<file path="config.mk">
export PLATFORM = sky130hd
export DESIGN_NAME = nibble_serial_adder_ctrl
export DESIGN_NICKNAME = d
export VERILOG_FILES = /design/src/rtl/nibble_serial_adder_ctrl.sv
export SDC_FILE = /design/constraint.sdc
export NUM_CORES = 1
export LEC_CHECK = 0
export ABC_AREA = 1
export CAP_MARGIN = 20
export CORE_UTILIZATION = 50
export CTS_CLUSTER_DIAMETER = 60
export DETAILED_ROUTE_END_ITERATION = 10
export PLACE_DENSITY = 0.77
export SLEW_MARGIN = 20
export SYNTH_ARGS = -nofsm -noshare
export SYNTH_HDL_FRONTEND = slang
export SYNTH_SLANG_ARGS = --single-unit
export TNS_END_PERCENT = 50
</file>
<file path="constraint.sdc">
create_clock -name clk -period 3.2 [get_ports clk]
set_input_delay 0.48 -clock clk [delete_from_list [all_inputs] [get_ports clk]]
set_output_delay 0.48 -clock clk [all_outputs]
set_load 0.03 [all_outputs]
</file>
<file path="src/rtl/nibble_serial_adder_ctrl.sv">
// Serial WIDTH-bit adder: one 4-bit ripple slice reused per clock, LS nibble first.
// Define SUBTRACT_SUPPORT_EN to add the op_sub port (two's-complement A - B).

module full_adder (
   input  logic a,
   input  logic b,
   input  logic ci,
   output logic s,
   output logic co
);
   assign s  = a ^ b ^ ci;
   assign co = (a & b) | (ci & (a ^ b));
endmodule

module nibble_serial_adder_ctrl #(
   parameter int WIDTH = 16
) (
   input  logic             clk,
   input  logic             rst_n,
   input  logic             start_valid,
   output logic             start_ready,
   input  logic [WIDTH-1:0] op_a,
   input  logic [WIDTH-1:0] op_b,
`ifdef SUBTRACT_SUPPORT_EN
   input  logic             op_sub,
`endif
   output logic             res_valid,
   input  logic             res_ready,
   output logic [WIDTH-1:0] result,
   output logic             c_out,
   output logic             ovf,
   output logic             busy
);
   localparam int N  = WIDTH / 4;
   localparam int KW = (N > 1) ? $clog2(N) : 1;

   typedef enum logic [1:0] {IDLE, RUN, DONE} state_t;

   state_t           state;
   logic [WIDTH-1:0] a_sh;
   logic [WIDTH-1:0] b_sh;
   logic             carry;
   logic [KW-1:0]    k;
   logic [3:0]       nib_sum;
   logic [4:0]       c_chain;
   logic             sub_sel;

`ifdef SUBTRACT_SUPPORT_EN
   assign sub_sel = op_sub;
`else
   assign sub_sel = 1'b0;
`endif

   // Operands are shifted right each step so the slice always sees bits [3:0].
   assign c_chain[0] = carry;
   for (genvar gi = 0; gi < 4; gi++) begin : g_slice
      full_adder u_fa (
         .a  (a_sh[gi]),
         .b  (b_sh[gi]),
         .ci (c_chain[gi]),
         .s  (nib_sum[gi]),
         .co (c_chain[gi+1])
      );
   end

   assign start_ready = (state == IDLE);
   assign busy        = (state != IDLE);

   always_ff @(posedge clk or negedge rst_n) begin
      if (!rst_n) begin
         state     <= IDLE;
         a_sh      <= '0;
         b_sh      <= '0;
         carry     <= 1'b0;
         k         <= '0;
         result    <= '0;
         c_out     <= 1'b0;
         ovf       <= 1'b0;
         res_valid <= 1'b0;
      end else begin
         case (state)
            IDLE: begin
               if (start_valid) begin
                  a_sh  <= op_a;
                  b_sh  <= sub_sel ? ~op_b : op_b;
                  carry <= sub_sel;
                  k     <= '0;
                  state <= RUN;
               end
            end
            RUN: begin
               result[4*k +: 4] <= nib_sum;
               a_sh  <= a_sh >> 4;
               b_sh  <= b_sh >> 4;
               carry <= c_chain[4];
               k     <= k + 1'b1;
               if (k == KW'(N - 1)) begin
                  // Carry into the MSB is the slice's bit-2 carry on the last step.
                  c_out     <= c_chain[4];
                  ovf       <= c_chain[3] ^ c_chain[4];
                  res_valid <= 1'b1;
                  state     <= DONE;
               end
            end
            DONE: begin
               if (res_ready) begin
                  res_valid <= 1'b0;
                  state     <= IDLE;
               end
            end
            default: state <= IDLE;
         endcase
      end
   end
endmodule

</file>
==> results.toml, run 1 <==
[floorplan]
start_util_pct = 53.0
die_width_um = 79.4
core-area_sq_um = 5640
dieHeight_um = 79.4
die_area_sq_um = 6300
row_count = 27
pin_count = 57

[clock_tree]
post_cts_resized = 0
cts_setup_buffers = 0
cts-root-buf = "clkbuf_8"
clock_path_buffers = 2
clock_latency_ps = 310
hold_buffers = 0
clkTransAtPathRegs_ps = 100
cts.sinks = 56
cts_tree = "yes"
numCtsBuffers = 5
htreeDepth = 2

[timing]
slew-limit-headroom_pct = 58.6
worst_pin_slew_ps = 621
finClkSkew_ps = 8.24
setup_viol = 0
fmax_ghz = 0.395
fin_ws_ps = 666
final.setup.tns_ps = 0
min_period_over_period_pct = 79.2
fin_crit_ps = 2530
slew_viol_final = 0
hold_viol_final = 0
grt_setup_unrepaired = "false"

[routing]
vias_per_cell = 5.01
first_pass_iters = 4
wl_um = 6170
vias = 2516
drtAntennaViolNets = 0
drt-initial-drc-count = 147
drc = 0
wl_per_cell_um = 12.3

[critical_path]
critical_path.max_fanout = 3
critPathLaunch = "carry"
crit_path_cell_trace = "inv_1 -> fa_1 -> fa_1 -> inv_1 -> fa_1 -> inv_1 -> fa_1 -> nor2_1 -> nand3_1 -> o21ai_0"
critical-path-top-delay-family = "adder cells"
start_kind = "register"
endpoint_kind = "register"
slowest_delay_ps = 460
path_buf_inv = 3
crit_top_cell = "fa_1"
worstSetupPathType = "reg -> reg"
r2r_start = "carry"
cp.required_ps = 3430
critPathSlowestCell = "fa_1"
arrival_ps = 2760

[finish]
n_fill_cell = 500
area_growth_pct = 21.7
final_common_cell = "nand3_1"
fin_nets = 475
finalInstanceArea_sq_um = 3640
drive_above_1_share_pct = 5.12
multi_input_area_sq_um = 1210
seq_area_sq_um = 1400
antenna-diode-count = 0
final_cell_mix = "nand3_1 (95), nand2_1 (90), inv_1 (70)"

[power]
p_per_area_nw_per_um2 = 1020
p_leak_nw = 1.91
vdd_drop_max_mv = 0.457

[placement]
dpl-instance-area_sq_um = 3550
io_buffers = 56
pre_cts_ws_ps = 682
dp_hpwl_um = 4300
gp_congestion = 0.842

[logic_synthesis]
seq_area_frac_synth_pct = 46.8
synth.avg_cell_area_sq_um = 7.85
synth_fp_nets = 427
synth_cell_types = 20
syn_area_sq_um = 2990
synth_cells = 381
ys_ff_latch = 56
yosys_warnings = 0

[global_route]
antenna_found_initial = 0
grt_max_degree = 36
track_usage_pct = 22.7
grt_pass1_vias = 2496
overflow = 0
grt_pass1_wl_um = 11100

[worst_hold_path]
hold_path_class = "in -> async"

[run]
max_cap_violations = 0

[status]
status = "finished, final reports clean"
-- cell families after synthesis --
kind of cell             after synthesis  share of synthesized area (%)
buffers and inverters                 89                           12.8
adder cells (fa/ha/maj)               10                           5.19
flip-flops                            56                           46.8
AND/OR/NAND/NOR                      204                           30.6
AO/OA/AOI/OAI                         21                           4.31
XOR/XNOR                               1                          0.293
-- synthesized netlist by cell type --
cell type / instances / area, sq um
o21ai_0: 14 / 70.1
buf_2: 14 / 70.1
dfrtp_1: 56 / 1400
nand2_2: 1 / 6.26
nand3_1: 95 / 475
xnor2_1: 1 / 8.76
ha_1: 6 / 75.1
clkbuf_1: 1 / 3.75
nand2_1: 90 / 338
o21a_1: 1 / 7.51
fa_1: 4 / 80.1
nor2_1: 14 / 52.6
nand4_1: 1 / 6.26
nand2_4: 1 / 11.3
nand2_8: 1 / 20.0
inv_1: 70 / 263
o21ai_2: 5 / 43.8
nor2_2: 1 / 6.26
o31ai_1: 1 / 7.51
buf_6: 4 / 45.0
-- worst register-to-register path, delay by kind of cell (launching register included) --
family / cells / cell delay [ps]
AO/OA/AOI/OAI: 1 / 160
adder cells (fa/ha/maj): 4 / 1480
buffers and inverters: 3 / 200
flip-flops: 1 / 360
AND/OR/NAND/NOR: 2 / 270
-- through the flow --
step                instances  util, %  hold slack, ps  total power [mW]
floorplan                 381        -             184              2.80
global placement          494     62.9             462              3.28
detailed placement        494     62.9             465              3.34
CTS                       502     64.5             183              3.75
global route              502     64.5             218              4.09
finish                    502     64.5             175              3.72
-- sequential cells by signal, indices dropped and copies added (netlist names) --
signal     count
a_sh          16
b_sh          16
k              2
res_valid      1
ovf            1
result        16
carry          1
state          2
c_out          1
-- path summary, 6_finish.rpt --
kind                              endpoint  slack (ps)  cells past startpoint
worst min-delay path             result[4]         180                      1
worst min register to register   res_valid         490                      2
worst max register to register  result[15]         670                     10
min in group clk                 res_valid         490                      2
max in group asynchronous          a_sh[8]        2220                      2
worst max-delay path            result[15]         670                     10
-- per-layer routing --
metal,track usage (%),routed length (um)
met2,38.8,3100
met4,8.91,70
met3,3.45,258
met1,28.8,2750
met5,0,0
-- layout make-up --
cell class	instances	share of cell area, %
Multi-Input combinational cell	236	33.2
Inverter	70	7.22
Clock buffer	6	2.27
Timing Repair Buffer	60	16.1
Sequential cell	56	38.5
Tap cell	72	2.47
Clock inverter	2	0.275
-- report_power, final --
group	total (mW)	switching, mW	internal (mW)
sequential	1.19	0.182	1.01
combinational	2.13	1.35	0.778
clock	0.399	0.225	0.173
total	3.72	1.76	1.96
No activity file was read; power rests on OpenSTA's default activity.
==> inputs of run 2 (changes only) <==
--- a/config.mk
+++ b/config.mk
@@ -7,10 +7,10 @@
 export LEC_CHECK = 0
 export ABC_AREA = 1
 export CAP_MARGIN = 20
-export CORE_UTILIZATION = 50
+export CORE_UTILIZATION = 47
 export CTS_CLUSTER_DIAMETER = 60
 export DETAILED_ROUTE_END_ITERATION = 10
-export PLACE_DENSITY = 0.77
+export PLACE_DENSITY = 0.76
 export SLEW_MARGIN = 20
 export SYNTH_ARGS = -nofsm -noshare
 export SYNTH_HDL_FRONTEND = slang
==> constraint.sdc (replaced) <==
create_clock -name clk -period 2.2 [get_ports clk]
set_input_delay 0.33 -clock clk [delete_from_list [all_inputs] [get_ports clk]]
set_output_delay 0.33 -clock clk [all_outputs]
set_load 0.03 [all_outputs]
==> results.toml, run 2 (same netlist as run 1, synthesis figures left out) <==
[timing]
slew_viol_final = 0
hold_viol_final = 0
min_period_over_period_pct = 107
setup_viol = 5
slew-limit-headroom_pct = 63.4
worst_pin_slew_ps = 549
fin_crit_ps = 2360
finClkSkew_ps = 7.61
fin_ws_ps = -162
grt_setup_unrepaired = "true"
fmax_ghz = 0.423

[placement]
io_buffers = 56
gp_congestion = 0.907
dp_hpwl_um = 4540
dp.cells = 501
dpl-instance-area_sq_um = 3600

[worst_hold_path]
hold_path_class = "in -> async"

[clock_tree]
clock_latency_ps = 300
htreeDepth = 2
cts.sinks = 56
clkTransAtPathRegs_ps = 90
clock_path_buffers = 2
cts_tree = "yes"
cts-root-buf = "clkbuf_8"
hold_buffers = 0
numCtsBuffers = 5

[finish]
reg_top3 = "a_sh (16), b_sh (16), result (16)"
area_growth_pct = 23.8
finalInstanceArea_sq_um = 3700
final_cell_mix = "nand3_1 (95), nand2_1 (90), inv_1 (66)"
n_fill_cell = 559
fin_nets = 480
antenna-diode-count = 0
drive_above_1_share_pct = 8.74
instances_no_fill = 510
final_common_cell = "nand3_1"

[critical_path]
path_buf_inv = 3
arrival_ps = 2590
endpoint_kind = "register"
reg2reg_slack_ps = -160
critical_path.max_fanout = 3
start_kind = "register"
worst-path-stages = 10
r2r_cells = 10
critical-path-top-delay-family = "adder cells"
critPathSlowestCell = "fa_1"
cp.required_ps = 2430
crit_path_cell_trace = "inv_2 -> fa_2 -> fa_2 -> inv_2 -> fa_2 -> inv_2 -> fa_1 -> nor2_2 -> nand3_1 -> o21ai_2"
worstSetupPathType = "reg -> reg"
slowest_delay_ps = 460

[routing]
vias_per_cell = 5.09
wl_um = 6290
first_pass_iters = 5
vias = 2597
drtAntennaViolNets = 0
drc = 0
wl_per_cell_um = 12.3
drt-initial-drc-count = 154

[global_route]
grt_max_degree = 36
grt_pass1_wl_um = 11000
grt_pass1_vias = 2534
track_usage_pct = 21.1
antenna_found_initial = 0
overflow = 0

[floorplan]
dieHeight_um = 81.8
core-area_sq_um = 6030
row_count = 28
start_util_pct = 49.6
die_width_um = 81.8
pin_count = 57
die_area_sq_um = 6690

[power]
vdd_drop_max_mv = 0.839
p_leak_nw = 1.94
p_per_area_nw_per_um2 = 1510

[run]
max_cap_violations = 0

[status]
violations = "negative setup slack"
status = "complete, but fails checks"
run 2: cell types whose count changed in the layout (fill, tap and decap cells not counted), sizes merged:
cell	delta
buf	+7
clkdlybuf4s50	-2
run 2: final cells by class:
cell class	count	area (sq um)	share of cell area [%]
clock buffers	6	82.6	2.23
clock inverters	2	10.0	0.270
inverters	70	263	7.09
multi-input cells	236	1220	33.0
flip-flops and latches	56	1400	37.8
well taps	75	93.8	2.53
repair buffers	65	631	17.0
run 2: per-layer routing:
layer	wire, um	vias up	global-route usage [%]
li1	-	1289	-
met1	2720	1234	27.3
met2	3300	70	37.2
met3	241	4	3.33
met4	30	0	4.56
met5	0	-	0
run 2: what timing repair did:
| item | in CTS | in global routing |
|---|---|---|
| setup endpoints to repair | 5 | 6 |
| resized for setup | 0 | 2 |
| cloned | 0 | 0 |
| buffers inserted | 1 | 0 |
| pin swaps | 5 | 1 |
run 2: final timing paths:
| path | startpoint | end |
|---|---|---|
| worst max-delay path | a_sh[0] | result[15] |
| worst max register to register | a_sh[0] | result[15] |
| min in group clk | res_valid | res_valid |
| worst min-delay path | rst_n | result[12] |
| max in group asynchronous | rst_n | b_sh[5] |
| worst min register to register | res_valid | res_valid |
run 2: power breakdown:
part	internal [mW]	leakage [nW]	switching [mW]	total [mW]
Clock	0.252	0.0510	0.324	0.577
Sequential	1.47	0.716	0.276	1.75
Combinational	1.23	1.17	2.03	3.26
run 2: stage by stage:
step / worst slack (ps) / utilization, % / total power [mW] / hold slack [ps] / TNS [ps]
floorplan: -84.1 / - / 4.14 / 34.4 / -138
global placement: -129 / 59.7 / 4.89 / 351 / -299
detailed placement: -195 / 59.7 / 4.99 / 356 / -565
CTS: -151 / 61.4 / 5.60 / 33.2 / -425
global route: -292 / 61.5 / 6.10 / 40.5 / -984
finish: -162 / 61.5 / 5.58 / 10.1 / -432
